===== src/rtl/mpsk_phase_gen_if.sv =====
// Symbol handshake between the symbol source and the M-PSK phase generator.
// The source raises sym_valid with sym_data; the generator raises sym_ready while its buffer is empty.
interface mpsk_phase_gen_if;
    logic       sym_valid;
    logic [2:0] sym_data;
    logic       sym_ready;

    modport master (output sym_valid, output sym_data, input sym_ready);
    modport slave  (input sym_valid, input sym_data, output sym_ready);
endinterface


===== src/rtl/mpsk_phase_gen.sv =====
// M-PSK phase generator: a carrier phase accumulator plus a per-symbol offset gives a sine-table index.
// Symbols arrive through a 1-deep buffer and are consumed at symbol boundaries.
module mpsk_phase_gen #(
    parameter int PHASE_W = 8,
    parameter int FRAC_W  = 8,
    parameter int SPS_W   = 8,
    parameter int GRAY    = 1
) (
    input  logic                       clock,
    input  logic                       reset_n,
    input  logic                       enable,
    input  logic [PHASE_W+FRAC_W-1:0]  freq_word,
    input  logic [SPS_W-1:0]           sps,
    input  logic [1:0]                 mode,
    mpsk_phase_gen_if.slave            sym,
    output logic [PHASE_W-1:0]         phase,
    output logic                       phase_valid,
    output logic                       sym_start,
    output logic                       underrun
);
    localparam int ACC_W = PHASE_W + FRAC_W;

    logic [ACC_W-1:0]   acc_reg;
    logic [SPS_W-1:0]   cnt_reg;
    logic               buf_full_reg;
    logic [2:0]         buf_data_reg;
    logic [PHASE_W-1:0] cur_off_reg;
    logic [PHASE_W-1:0] phase_reg;
    logic               phase_valid_reg;
    logic               sym_start_reg;
    logic               underrun_reg;

    logic               boundary;
    logic               accept;
    logic [2:0]         sym_mask;
    logic [2:0]         sym_bits;
    logic [2:0]         sym_bin;
    logic [PHASE_W-1:0] map_off;
    logic [PHASE_W-1:0] boundary_off;
    logic [PHASE_W-1:0] off_sel;
    logic [PHASE_W-1:0] phase_next;
    logic [SPS_W-1:0]   cnt_load;

    assign boundary  = enable && (cnt_reg == '0);
    assign accept    = sym.sym_valid && !buf_full_reg;
    assign sym.sym_ready = !buf_full_reg;

    // Reserved mode 3 behaves as BPSK.
    always_comb begin
        sym_mask = 3'b001;
        case (mode)
            2'd1:    sym_mask = 3'b011;
            2'd2:    sym_mask = 3'b111;
            default: sym_mask = 3'b001;
        endcase
    end

    assign sym_bits = buf_data_reg & sym_mask;

    // Bits above k are zero after masking, so a 3-bit prefix XOR decodes every order.
    generate
        for (genvar gi = 0; gi < 3; gi++) begin : g_decode
            if (GRAY != 0) begin : g_gray
                assign sym_bin[gi] = ^sym_bits[2:gi];
            end else begin : g_bin
                assign sym_bin[gi] = sym_bits[gi];
            end
        end
    endgenerate

    always_comb begin
        map_off = PHASE_W'(sym_bin[0]) << (PHASE_W - 1);
        case (mode)
            2'd1:    map_off = PHASE_W'(sym_bin[1:0]) << (PHASE_W - 2);
            2'd2:    map_off = PHASE_W'(sym_bin) << (PHASE_W - 3);
            default: map_off = PHASE_W'(sym_bin[0]) << (PHASE_W - 1);
        endcase
    end

    // An empty buffer at a boundary leaves the carrier unmodulated for that symbol.
    assign boundary_off = buf_full_reg ? map_off : '0;
    assign off_sel      = boundary ? boundary_off : cur_off_reg;
    assign phase_next   = acc_reg[ACC_W-1 -: PHASE_W] + off_sel;
    assign cnt_load     = (sps == '0) ? '0 : sps - SPS_W'(1);

    always_ff @(posedge clock or negedge reset_n) begin
        if (!reset_n) begin
            acc_reg         <= '0;
            cnt_reg         <= '0;
            buf_full_reg    <= 1'b0;
            buf_data_reg    <= '0;
            cur_off_reg     <= '0;
            phase_reg       <= '0;
            phase_valid_reg <= 1'b0;
            sym_start_reg   <= 1'b0;
            underrun_reg    <= 1'b0;
        end else begin
            // No bypass: a symbol written here is only seen by later boundaries.
            if (accept) begin
                buf_full_reg <= 1'b1;
                buf_data_reg <= sym.sym_data;
            end else if (boundary && buf_full_reg) begin
                buf_full_reg <= 1'b0;
            end

            if (enable) begin
                acc_reg         <= acc_reg + freq_word;
                phase_reg       <= phase_next;
                phase_valid_reg <= 1'b1;
                sym_start_reg   <= boundary && buf_full_reg;
                underrun_reg    <= boundary && !buf_full_reg;
                if (boundary) begin
                    cnt_reg     <= cnt_load;
                    cur_off_reg <= boundary_off;
                end else begin
                    cnt_reg     <= cnt_reg - SPS_W'(1);
                end
            end else begin
                phase_valid_reg <= 1'b0;
                sym_start_reg   <= 1'b0;
                underrun_reg    <= 1'b0;
            end
        end
    end

    assign phase       = phase_reg;
    assign phase_valid = phase_valid_reg;
    assign sym_start   = sym_start_reg;
    assign underrun    = underrun_reg;
endmodule


===== src/flat_wrapper.sv =====
// flat-port wrapper written by rule: the top's interface ports become plain ports
module mpsk_phase_gen_flat 
#(
    parameter int PHASE_W = 8,
    parameter int FRAC_W  = 8,
    parameter int SPS_W   = 8,
    parameter int GRAY    = 1
)
  (clock, reset_n, enable, freq_word, sps, mode, phase, phase_valid, sym_start, underrun, sym_sym_valid, sym_sym_data, sym_sym_ready);
  mpsk_phase_gen_if sym_i ();
  input  logic clock;
  input  logic reset_n;
  input  logic enable;
  input  logic [PHASE_W+FRAC_W-1:0] freq_word;
  input  logic [SPS_W-1:0] sps;
  input  logic [1:0] mode;
  output logic [PHASE_W-1:0] phase;
  output logic phase_valid;
  output logic sym_start;
  output logic underrun;
  input wire logic [$bits(sym_i.sym_valid)-1:0] sym_sym_valid;
  input wire logic [$bits(sym_i.sym_data)-1:0] sym_sym_data;
  output wire logic [$bits(sym_i.sym_ready)-1:0] sym_sym_ready;
  assign sym_i.sym_valid = sym_sym_valid;
  assign sym_i.sym_data = sym_sym_data;
  assign sym_sym_ready = sym_i.sym_ready;
  mpsk_phase_gen #(.PHASE_W(PHASE_W), .FRAC_W(FRAC_W), .SPS_W(SPS_W), .GRAY(GRAY)) u_core (.clock(clock), .reset_n(reset_n), .enable(enable), .freq_word(freq_word), .sps(sps), .mode(mode), .sym(sym_i), .phase(phase), .phase_valid(phase_valid), .sym_start(sym_start), .underrun(underrun));
endmodule

===== config.mk =====
export PLATFORM = sky130hd
export DESIGN_NAME = mpsk_phase_gen_flat
export DESIGN_NICKNAME = d
export VERILOG_FILES = /design/src/rtl/mpsk_phase_gen_if.sv /design/src/rtl/mpsk_phase_gen.sv /design/src/flat_wrapper.sv
export SDC_FILE = /design/constraint.sdc
export NUM_CORES = 1
export LEC_CHECK = 0
export BUFFER_PORTS_ARGS = -buffer_cell sky130_fd_sc_hd__buf_2
export CAP_MARGIN = 40
export CORE_MARGIN = 2
export CORE_UTILIZATION = 58
export DETAILED_ROUTE_END_ITERATION = 6
export HOLD_SLACK_MARGIN = 0.03
export PLACE_DENSITY = 0.8
export SYNTH_ARGS = -nofsm -noshare
export SYNTH_HDL_FRONTEND = slang
export SYNTH_SLANG_ARGS = --single-unit

===== constraint.sdc =====
create_clock -name clock -period 3.31 [get_ports clock]
set_input_delay 0.662 -clock clock [delete_from_list [all_inputs] [get_ports clock]]
set_output_delay 0.662 -clock clock [all_outputs]
set_load 0.03 [all_outputs]

==> metrics.txt <==
Seq/Total Area, Yosys=36.8%; CTS tree=built; Die Y=78.3 um; sw frac=41.3%; area share of the largest cell type after synthesis=36.8%; Worst R2R Setup Slack=0.26 ns; total grt overflow=0; share of total power in sequential cells=32.9%; critical path type=flip-flop to flip-flop; first-pass GRT wire length=11200 um; commonest cells in the netlist=dfrtp_1 (47), ha_1 (27), a21oi_1 (24); Distinct cells, synth=53; clock share of power=14.5%; post-route total power=3.03 mW; final instance area=3630 um2; post-cts resize count=0; GR Util All Layers=22.6%; Hold-fix buffers, CTS=0; Mapped Nets=388; Power Dens Cells=834 nW/um2; Initial Util=59.2%; R2R Path End=u_core.phase[6]; Post-synth EDFFs=0; drt pass-1 iters=5; CTS root buf=clkbuf_8; Yosys reg bits=47; Clk Latency, worst-skew pair=0.30 ns; Core Region=5410 um2; Post-Synthesis Cells=326; Worst-path clk slew=0.09 ns; Comb pwr share=52.6%; minimum clock period=3.05 ns; # diodes=0; detailed-placement wirelength estimate=4830 um; Final nets=436; largest net degree at the start of global routing=47; Post-synth ARST share=100%; CTS buffer count=5; outcome=complete, no violations; synthesized cell area=3200 um2; Leak Pwr=1.67 nW; vias=2477; filler instances=446; P&R area growth vs syn=13.7%; post-CTS setup buffer count=0; Finished Layout Cells=447; crit-path max FO=5; Worst Setup Start Kind=flip-flop; layout cells sized above 1=22.4%; initial antenna violation count=0; clk_skew=0.00762 ns; die width=78.3 um; die area=6120 um2; clock buffer depth=2; Peak supply drop=0.382 mV; Iter 0 DRT Violations=130; Via density=5.54; Tightest Hold Check Type=input pin to asynchronous set/reset pin; launch point of the worst reg-to-reg path=u_core.cnt_reg[0]; most common cell in the netlist=dfrtp_1; crit share post-route=92.1%; I/O pins=45; # H-tree levels=2; crit end category=flip-flop; RePlAce Congestion=0.800; Req. time, crit path=3.50 ns; vias in the first global route=2508; FP Rows=27; P_sw=1.25 mW; final hold violation count=0; Avg Inst Size Synth=9.81 um2; Wirelength per Cell=14.1 um; Post-DP Area=3520 um2; PortBufs=44; Register-to-Register Path Depth=13; Max Cap Viol=0; hold_ws=0.278 ns; remaining antenna violation count=0; Slew HR=67.3%; Setup Viol. Count Final=0; setup TNS=0 ns; maximum clock rate=328 MHz; Yosys top cell by area=dfrtp_1; WP data arrival=3.24 ns; Routed Wire Length=6310 um; synth top area cells=dfrtp_1 (37%), ha_1 (11%), mux2_2 (6.7%), xnor2_1 (5.2%), a21oi_1 (3.8%); Remaining DRCs=0; placed cells=439; max reg flops=16; Slew Viols, Final=0; RSZ-0062 raised after global routing=false; top_reg_cell synth=dfrtp_1; Int Power=1.78 mW; clock sink count=47; Slew @ Worst Pin=0.490 ns; synth warn=0
-- power groups by stage --
stage          logic [mW]  registers, mW  clock network, mW
2_1_floorplan        1.19           1.05                  0
3_3_place_gp         1.54          0.996                  0
3_5_place_dp         1.59           1.01                  0
4_1_cts              1.60          0.998              0.452
5_1_grt              1.78           1.03              0.476
6_report             1.59          0.996              0.440
-- per-layer routing --
layer	part of all wire, %	GRT usage (%)	up-vias
met5	0	0	-
li1	-	-	1274
met1	47	29.6	1156
met4	0.65	5.09	0
met2	49	39.1	43
met3	3.0	4.25	4
-- critical path, stage by stage (launching register included) --
cell and delay (ns):
dfrtp_1 0.42, inv_1 0.10, ha_1 0.19, and4bb_2 0.30, nand2_1 0.11, and2_1 0.19
ha_1 0.21, fa_1 0.42, a21o_1 0.17, a21oi_1 0.22, o21bai_1 0.09, a21oi_1 0.18
xnor2_1 0.07, mux2_2 0.27
-- layout by cell type (no fill, tap or decap), drive strengths merged, types with 5 or more instances in the layout --
master and n:
mux2 19, nor3 10, nand2 18, o21ai 18, inv 18, nand3 5, buf 47, and2 13
xnor2 20, a21oi 27, a211oi 5, nor2b 5, clkbuf 5, dfrtp 47, nor2 22, ha 27
a21o 7
-- metrics by stage --
stage / setup slack (ns) / util, %
after floorplan: 0.0783 / -
after global placement: 0.314 / 64.7
after detailed placement: 0.233 / 65.1
after CTS: 0.257 / 67.2
after global routing: 0.0341 / 67.2
final: 0.261 / 67.2
-- worst max path at each step --
stage	start	endpoint	slack, ns	cells after the start
CTS	u_core.cnt_reg[0]	u_core.phase[6]	0.26	13
finish	u_core.cnt_reg[0]	u_core.phase[6]	0.26	13
global route	u_core.cnt_reg[0]	u_core.phase[6]	0.03	13
detailed placement	enable	u_core.phase[6]	0.23	12
floorplan	enable	u_core.phase[6]	0.08	13
global placement	enable	u_core.phase[6]	0.31	12
-- cell families after synthesis --
logic type,after synthesis,synth area share [%]
DFF,47,36.8
AOI/OAI and AO/OA,87,18.4
muxes,22,7.63
and+or+nand+nor,94,15.8
xor gates and xnor gates,24,6.81
buffers and inverters,23,2.74
adders and majority gates,29,11.8
-- layout make-up --
type                            count  area (um2)  area share, %
Inverter                           17        63.8           1.76
Tap cell                           72        90.1           2.48
Multi-Input combinational cell    256        1930           53.2
Timing Repair Buffer               47         255           7.02
Sequential cell                    47        1180           32.4
Clock inverter                      3        46.3           1.27
Clock buffer                        5        68.8           1.89
(Power assumes the default switching activity.)
